File: config.mk
export PLATFORM = sky130hd
export DESIGN_NAME = t5_hart_sched_flat
export DESIGN_NICKNAME = d
export VERILOG_FILES = /design/src/rtl/t5_hart_sched_if.sv /design/src/rtl/t5_hart_sched.sv /design/src/flat_wrapper.sv
export SDC_FILE = /design/constraint.sdc
export NUM_CORES = 1
export LEC_CHECK = 0
export BUFFER_PORTS_ARGS = -buffer_cell sky130_fd_sc_hd__buf_2
export CAP_MARGIN = 15
export CORE_MARGIN = 4
export CORE_UTILIZATION = 57
export DETAILED_ROUTE_END_ITERATION = 10
export MAX_ROUTING_LAYER = met4
export PLACE_DENSITY = 0.86
export SYNTH_ARGS = -nofsm -noshare
export SYNTH_HDL_FRONTEND = slang
export SYNTH_SLANG_ARGS = --single-unit
File: constraint.sdc
create_clock -name sclk -period 9.2 [get_ports sclk]
set_input_delay 2.3 -clock sclk [delete_from_list [all_inputs] [get_ports sclk]]
set_output_delay 2.3 -clock sclk [all_outputs]
set_load 0.01 [all_outputs]
File: src/rtl/t5_hart_sched_if.sv
// Fetch scheduler bus: configuration, suspend/wake, redirect inputs and issue outputs.
interface t5_hart_sched_if #(
    parameter int XLEN = 32
);
    logic            sena;
    logic [3:0]      hen;
    logic [3:0]      hsusp;
    logic [3:0]      hwake;
    logic            bvld;
    logic [1:0]      bhart;
    logic [XLEN-3:0] btgt;
    logic [XLEN-1:0] fpc;
    logic            fvld;
    logic [3:0]      hact;

    // Driver side: the pipeline / memory / execute stages feeding the scheduler.
    modport master (
        output sena, hen, hsusp, hwake, bvld, bhart, btgt,
        input  fpc, fvld, hact
    );

    // Scheduler side.
    modport slave (
        input  sena, hen, hsusp, hwake, bvld, bhart, btgt,
        output fpc, fvld, hact
    );
endinterface

File: src/rtl/t5_hart_sched.sv
// Four-hart barrel fetch scheduler: per-hart PC and run state, round-robin
// issue of {word PC, hart ID}, redirects from execute, suspend/wake from memory.
module t5_hart_sched #(
    parameter int              XLEN  = 32,
    parameter logic [XLEN-1:0] RSTPC = '0
) (
    input  logic                sclk,
    input  logic                srst,
    t5_hart_sched_if.slave      bus
);
    localparam int PCW = XLEN - 2;

    localparam logic [1:0] ST_IDLE  = 2'd0;
    localparam logic [1:0] ST_RUN   = 2'd1;
    localparam logic [1:0] ST_SLEEP = 2'd2;

    logic [1:0]      state_q [4];
    logic [1:0]      state_d [4];
    logic [PCW-1:0]  pc_q    [4];
    logic [PCW-1:0]  pc_d    [4];
    logic [1:0]      rr_q, rr_d;
    logic [XLEN-1:0] fpc_q, fpc_d;
    logic            fvld_q, fvld_d;

    logic            hit;
    logic [1:0]      selHart;
    logic [1:0]      scanIdx;
    logic            issue;
    logic [PCW-1:0]  pcSel;
    logic [PCW-1:0]  pcInc;

    // Round-robin scan from the pointer for the first hart whose registered state is RUN.
    always_comb begin
        hit     = 1'b0;
        selHart = rr_q;
        scanIdx = rr_q;
        for (int k = 0; k < 4; k++) begin
            scanIdx = rr_q + 2'(k);
            if (!hit && state_q[scanIdx] == ST_RUN) begin
                hit     = 1'b1;
                selHart = scanIdx;
            end
        end
    end

    // Issue PC with same-cycle redirect bypass so a taken branch costs no bubble.
    always_comb begin
        issue = bus.sena && hit;
        if (bus.bvld && bus.bhart == selHart) begin
            pcSel = bus.btgt;
        end else begin
            pcSel = pc_q[selHart];
        end
        pcInc = pcSel + 1'b1;
    end

    // Per-hart run state: disable dominates, wake beats a simultaneous suspend.
    always_comb begin
        for (int h = 0; h < 4; h++) begin
            state_d[h] = state_q[h];
            if (!bus.hen[h]) begin
                state_d[h] = ST_IDLE;
            end else begin
                case (state_q[h])
                    ST_IDLE:  state_d[h] = ST_RUN;
                    ST_RUN:   if (!bus.hwake[h] && bus.hsusp[h]) state_d[h] = ST_SLEEP;
                    ST_SLEEP: if (bus.hwake[h]) state_d[h] = ST_RUN;
                    default:  state_d[h] = ST_IDLE;
                endcase
            end
        end
    end

    // Per-hart PC update: a redirect overrides the increment; an issued redirected hart lands on target+1.
    always_comb begin
        for (int h = 0; h < 4; h++) begin
            pc_d[h] = pc_q[h];
            if (issue && selHart == 2'(h)) begin
                pc_d[h] = pcInc;
            end else if (bus.bvld && bus.bhart == 2'(h)) begin
                pc_d[h] = bus.btgt;
            end
        end
    end

    // Registered issue decision; everything holds while the pipeline is stalled.
    always_comb begin
        fpc_d  = fpc_q;
        fvld_d = fvld_q;
        rr_d   = rr_q;
        if (bus.sena) begin
            fvld_d = hit;
            if (hit) begin
                fpc_d = {pcSel, selHart};
                rr_d  = selHart + 2'd1;
            end
        end
    end

    // State registers with synchronous reset discarding any pending requests.
    always_ff @(posedge sclk) begin
        if (srst) begin
            for (int h = 0; h < 4; h++) begin
                state_q[h] <= ST_IDLE;
                pc_q[h]    <= RSTPC[XLEN-1:2];
            end
            rr_q   <= 2'd0;
            fpc_q  <= '0;
            fvld_q <= 1'b0;
        end else begin
            for (int h = 0; h < 4; h++) begin
                state_q[h] <= state_d[h];
                pc_q[h]    <= pc_d[h];
            end
            rr_q   <= rr_d;
            fpc_q  <= fpc_d;
            fvld_q <= fvld_d;
        end
    end

    // Run status straight from the registered state.
    always_comb begin
        for (int h = 0; h < 4; h++) begin
            bus.hact[h] = (state_q[h] == ST_RUN);
        end
    end

    assign bus.fpc  = fpc_q;
    assign bus.fvld = fvld_q;
endmodule

File: src/flat_wrapper.sv
// flat-port wrapper written by rule: the top's interface ports become plain ports
module t5_hart_sched_flat 
#(
    parameter int              XLEN  = 32,
    parameter logic [XLEN-1:0] RSTPC = '0
)
  (sclk, srst, bus_sena, bus_hen, bus_hsusp, bus_hwake, bus_bvld, bus_bhart, bus_btgt, bus_fpc, bus_fvld, bus_hact);
  t5_hart_sched_if #(.XLEN(XLEN)) bus_i ();
  input  logic sclk;
  input  logic srst;
  input wire logic [$bits(bus_i.sena)-1:0] bus_sena;
  input wire logic [$bits(bus_i.hen)-1:0] bus_hen;
  input wire logic [$bits(bus_i.hsusp)-1:0] bus_hsusp;
  input wire logic [$bits(bus_i.hwake)-1:0] bus_hwake;
  input wire logic [$bits(bus_i.bvld)-1:0] bus_bvld;
  input wire logic [$bits(bus_i.bhart)-1:0] bus_bhart;
  input wire logic [$bits(bus_i.btgt)-1:0] bus_btgt;
  output wire logic [$bits(bus_i.fpc)-1:0] bus_fpc;
  output wire logic [$bits(bus_i.fvld)-1:0] bus_fvld;
  output wire logic [$bits(bus_i.hact)-1:0] bus_hact;
  assign bus_i.sena = bus_sena;
  assign bus_i.hen = bus_hen;
  assign bus_i.hsusp = bus_hsusp;
  assign bus_i.hwake = bus_hwake;
  assign bus_i.bvld = bus_bvld;
  assign bus_i.bhart = bus_bhart;
  assign bus_i.btgt = bus_btgt;
  assign bus_fpc = bus_i.fpc;
  assign bus_fvld = bus_i.fvld;
  assign bus_hact = bus_i.hact;
  t5_hart_sched #(.XLEN(XLEN), .RSTPC(RSTPC)) u_core (.sclk(sclk), .srst(srst), .bus(bus_i));
endmodule
==> impl_metrics.env <==
export IMPL_cap_viol_max_count=0
export IMPL_netlist_area_um2=9680
export IMPL_dp_hpwl_um=17900
export IMPL_ys_seq_area_share_pct=46.6
export IMPL_finalCritPeriodShare_pct=61.9
export IMPL_worst_path_stages=15
export IMPL_finalSetupTns_ns=0
export IMPL_yosysWarnings=0
export IMPL_powerDensity_nw_per_um2=323
export IMPL_path_class="in -> reg"
export IMPL_fin_hold_ws_ns=0.455
export IMPL_core_area_um2=16600
export IMPL_die_h_um=138
export IMPL_slowest_stage="or3_2"
export IMPL_path_common_cell="inv_1"
export IMPL_rsz0062_at_grt="false"
export IMPL_ctsLongestPathBuffers=2
export IMPL_required_ns=9.36
export IMPL_wl_met2_um=13200
export IMPL_clk_pin_slew_worst_paths_ns=0.07
export IMPL_grt_util_all_layers_pct=30.6
export IMPL_drc=0
export IMPL_slowest_delay_ns=0.46
export IMPL_htreeDepth=4
export IMPL_cts_tree="built"
export IMPL_ys_ff_latch=165
export IMPL_rows=47
export IMPL_syn_num_nets=1029
export IMPL_highest_layer="met4"
export IMPL_end_kind="flop"
export IMPL_yosys_cell_types_count=80
export IMPL_rr_worst_depth=14
export IMPL_grt_pass1_wl_um=45200
export IMPL_cts_resized=0
export IMPL_r2r_start="u_core.rr_q[0]$_SDFFE_PP0P_"
export IMPL_drt_iter0_drc=1473
export IMPL_slew_viol_final=0
export IMPL_finalSetupViolCount=0
export IMPL_wl_um=28900
export IMPL_hold_viol=0
export IMPL_drive_gt1_share_pct=19.2
export IMPL_dieArea_um2=19100
export IMPL_numCtsBuffers=17
export IMPL_io_buffers=84
export IMPL_gr_total_overflow=0
export IMPL_cts_root_buffer_cell="clkbuf_16"
export IMPL_area_growth_pct=10.6
export IMPL_cts_setup_buffers=0
export IMPL_period_needed_ns=5.70
export IMPL_drtAntennaViolNets=0
export IMPL_synth_edf_count=120
export IMPL_vias_per_cell=6.78
export IMPL_status="completed"
export IMPL_crit_fanout=48
export IMPL_routedLengthMet1_um=10400
export IMPL_antenna_found_initial=1
export IMPL_finClkSkew_ns=0.0132
export IMPL_dr_wl_met3_um=4140
export IMPL_hp_class="reg -> reg"
export IMPL_r2r_end="u_core.pc_q[2][20]$_SDFFCE_PN0P_"
export IMPL_nFillCells=1299
export IMPL_place_gp_congestion=0.905
export IMPL_synthCells=976
export IMPL_r2r_slack_ns=3.88
export IMPL_insertion_delay_ns=0.45
export IMPL_leakagePower_nw=4.29
export IMPL_first_pass_iters=6
export IMPL_tightest_slew_ns=1.01
export IMPL_cts_sinks=165
export IMPL_slew_headroom_pct=32.4
export IMPL_crit_chain="buf_2, and2_1, o211ai_1, nand3_1, or3_2, buf_4, mux2i_1, inv_1, ha_1, inv_1, a211o_1, and4b_1, xor2_1, a221oi_2, o22ai_1"
export IMPL_arrival_ns=5.86
export IMPL_async_reset_ff_share_pct=0
export IMPL_ir_worst_vdd_v=0.000199
export IMPL_critPathBufInv=4
export IMPL_syn_area_per_cell_um2=9.91
export IMPL_critPathLaunch="bus_bhart[0]"
export IMPL_start_kind="input port"
export IMPL_synth_ff_type="edfxtp_1"
export IMPL_grt_max_degree=53
export IMPL_detail_route_wl_per_cell_um=23.0
export IMPL_max_freq_mhz=175
export IMPL_die_x_um=138
export IMPL_vias=8532
export IMPL_start_util_pct=58.3
export IMPL_nNetsFinal=1077
export IMPL_crit_end="u_core.pc_q[2][20]$_SDFFCE_PN0P_"
export IMPL_cts_hold_buf=0
export IMPL_critical_path_top_delay_family="simple AND/OR/NAND/NOR gates"
export IMPL_io_pins=85
export IMPL_grt_pass1_vias=8308
-- how the worst min path moves through the flow --
stage,slack [ns],cells past startpoint,end,start
final,0.46,2,u_core.bus.fpc[1]$_SDFFE_PP0P_,u_core.bus.fpc[1]$_SDFFE_PP0P_
after floorplan,0.47,1,u_core.state_q[1][0]$_SDFFE_PP0P_,u_core.state_q[1][1]$_SDFFE_PP0P_
after CTS,0.45,2,u_core.bus.fpc[1]$_SDFFE_PP0P_,u_core.bus.fpc[1]$_SDFFE_PP0P_
after global routing,0.47,2,u_core.bus.fpc[1]$_SDFFE_PP0P_,u_core.bus.fpc[1]$_SDFFE_PP0P_
after global placement,0.45,2,u_core.bus.fpc[1]$_SDFFE_PP0P_,u_core.bus.fpc[1]$_SDFFE_PP0P_
after detailed placement,0.45,2,u_core.bus.fpc[1]$_SDFFE_PP0P_,u_core.bus.fpc[1]$_SDFFE_PP0P_
-- stage by stage --
stage          setup slack, ns  util, %  std cells  instance area, µm²  power, mW
2_1_floorplan             3.51        -        976                9680       2.29
6_report                  3.50     64.6       1258               10700       3.46
4_1_cts                   3.59     64.5       1257               10700       3.40
3_5_place_dp              3.15     61.1       1225               10100       2.71
3_3_place_gp              3.28     61.1       1225               10100       2.66
5_1_grt                   3.29     64.6       1258               10700       3.60
-- area by class of cell --
cell class	count	area (µm²)	share of cell area (%)
flip-flops and latches	165	4500	42.1
diodes	1	2.50	0.0234
repair buffers	103	563	5.26
multi-input cells	719	4720	44.1
clock buffers	22	497	4.64
well taps	220	275	2.57
inverters	18	70.1	0.655
clock inverters	10	70.1	0.655
-- worst min-delay path: cells and delay by family, from the launching register on --
family,cells,cell delay (ns)
DFF,1,0.31
AOI/OAI and AO/OA,1,0.05
and+or+nand+nor,1,0.05
-- layer usage --
metal  global-route usage (%)  vias up
met5                        -        -
met4                     14.4        0
li1                         -     3702
met1                     39.2     3918
met2                     46.4      764
met3                     7.42      148
-- cell usage after synthesis, types with 4 or more instances --
| library cell | n | share of area, % |
|---|---|---|
| nand2_1 | 180 | 7.0 |
| edfxtp_1 | 120 | 37 |
| a21oi_1 | 96 | 5.0 |
| nor2_1 | 69 | 2.7 |
| nand3_1 | 57 | 2.9 |
| clkbuf_1 | 46 | 1.8 |
| dfxtp_1 | 45 | 9.3 |
| o21ai_0 | 32 | 1.7 |
| a211oi_1 | 29 | 2.3 |
| mux2i_1 | 27 | 2.8 |
| mux4_2 | 24 | 5.6 |
| inv_1 | 16 | 0.62 |
| nor3_1 | 14 | 0.72 |
| xor2_1 | 14 | 1.3 |
| nand4_1 | 11 | 0.71 |
| o22ai_1 | 10 | 0.65 |
| or3_1 | 10 | 0.65 |
| mux4_1 | 9 | 2.4 |
| nand2b_1 | 9 | 0.58 |
| xnor2_1 | 9 | 0.81 |
| and2_1 | 8 | 0.52 |
| buf_6 | 8 | 0.93 |
| o21a_1 | 8 | 0.62 |
| buf_1 | 7 | 0.27 |
| o21ai_1 | 7 | 0.36 |
| buf_2 | 6 | 0.31 |
| a21o_1 | 5 | 0.39 |
| ha_1 | 5 | 0.65 |
| nand2b_4 | 5 | 0.71 |
| nor2b_1 | 5 | 0.32 |
| or2_2 | 5 | 0.32 |
| a221oi_1 | 4 | 0.36 |
| a31oi_1 | 4 | 0.26 |
| o32ai_1 | 4 | 0.36 |
-- cells by family (layout without fill, tap and decap cells) --
family,count (synthesis),count (layout),share of synthesized area [%]
buf+inv,92,153,4.75
other cells,0,1,0
flops,165,165,46.6
compound gates,231,231,15.3
mux,61,61,10.9
fa+ha+maj,5,5,0.647
xor+xnor,23,23,2.08
simple gates,399,399,19.8
-- state kept, by name, summed over array words and instances (netlist names), named ones only --
signal	cells
u_core.bus.fpc	32
u_core.pc_q	120
u_core.rr_q	2
u_core.state_q	8
u_core.bus.fvld	1
-- layout by cell type (no fill, tap or decap), types with 7 or more instances in the layout --
master / count
nand2_1: 180
and2_1: 7
nand2b_1: 8
mux4_2: 24
nor3_1: 13
a211oi_1: 29
a21oi_1: 96
mux4_1: 9
edfxtp_1: 120
nand3_1: 57
clkbuf_16: 19
nor2_1: 69
o22ai_1: 10
o21ai_1: 7
xor2_1: 14
dfxtp_1: 45
buf_4: 19
nand4_1: 11
or3_1: 9
inv_1: 16
o21ai_0: 32
mux2i_1: 27
buf_2: 84
o21a_1: 7
xnor2_1: 9
-- where the power goes --
group	internal, mW	leakage [nW]	total, mW	switching, mW
clock	0.386	0.285	0.693	0.308
combinational	0.571	2.36	1.69	1.12
sequential	1.00	1.64	1.07	0.0718
Power figures use the tool's default switching activity.
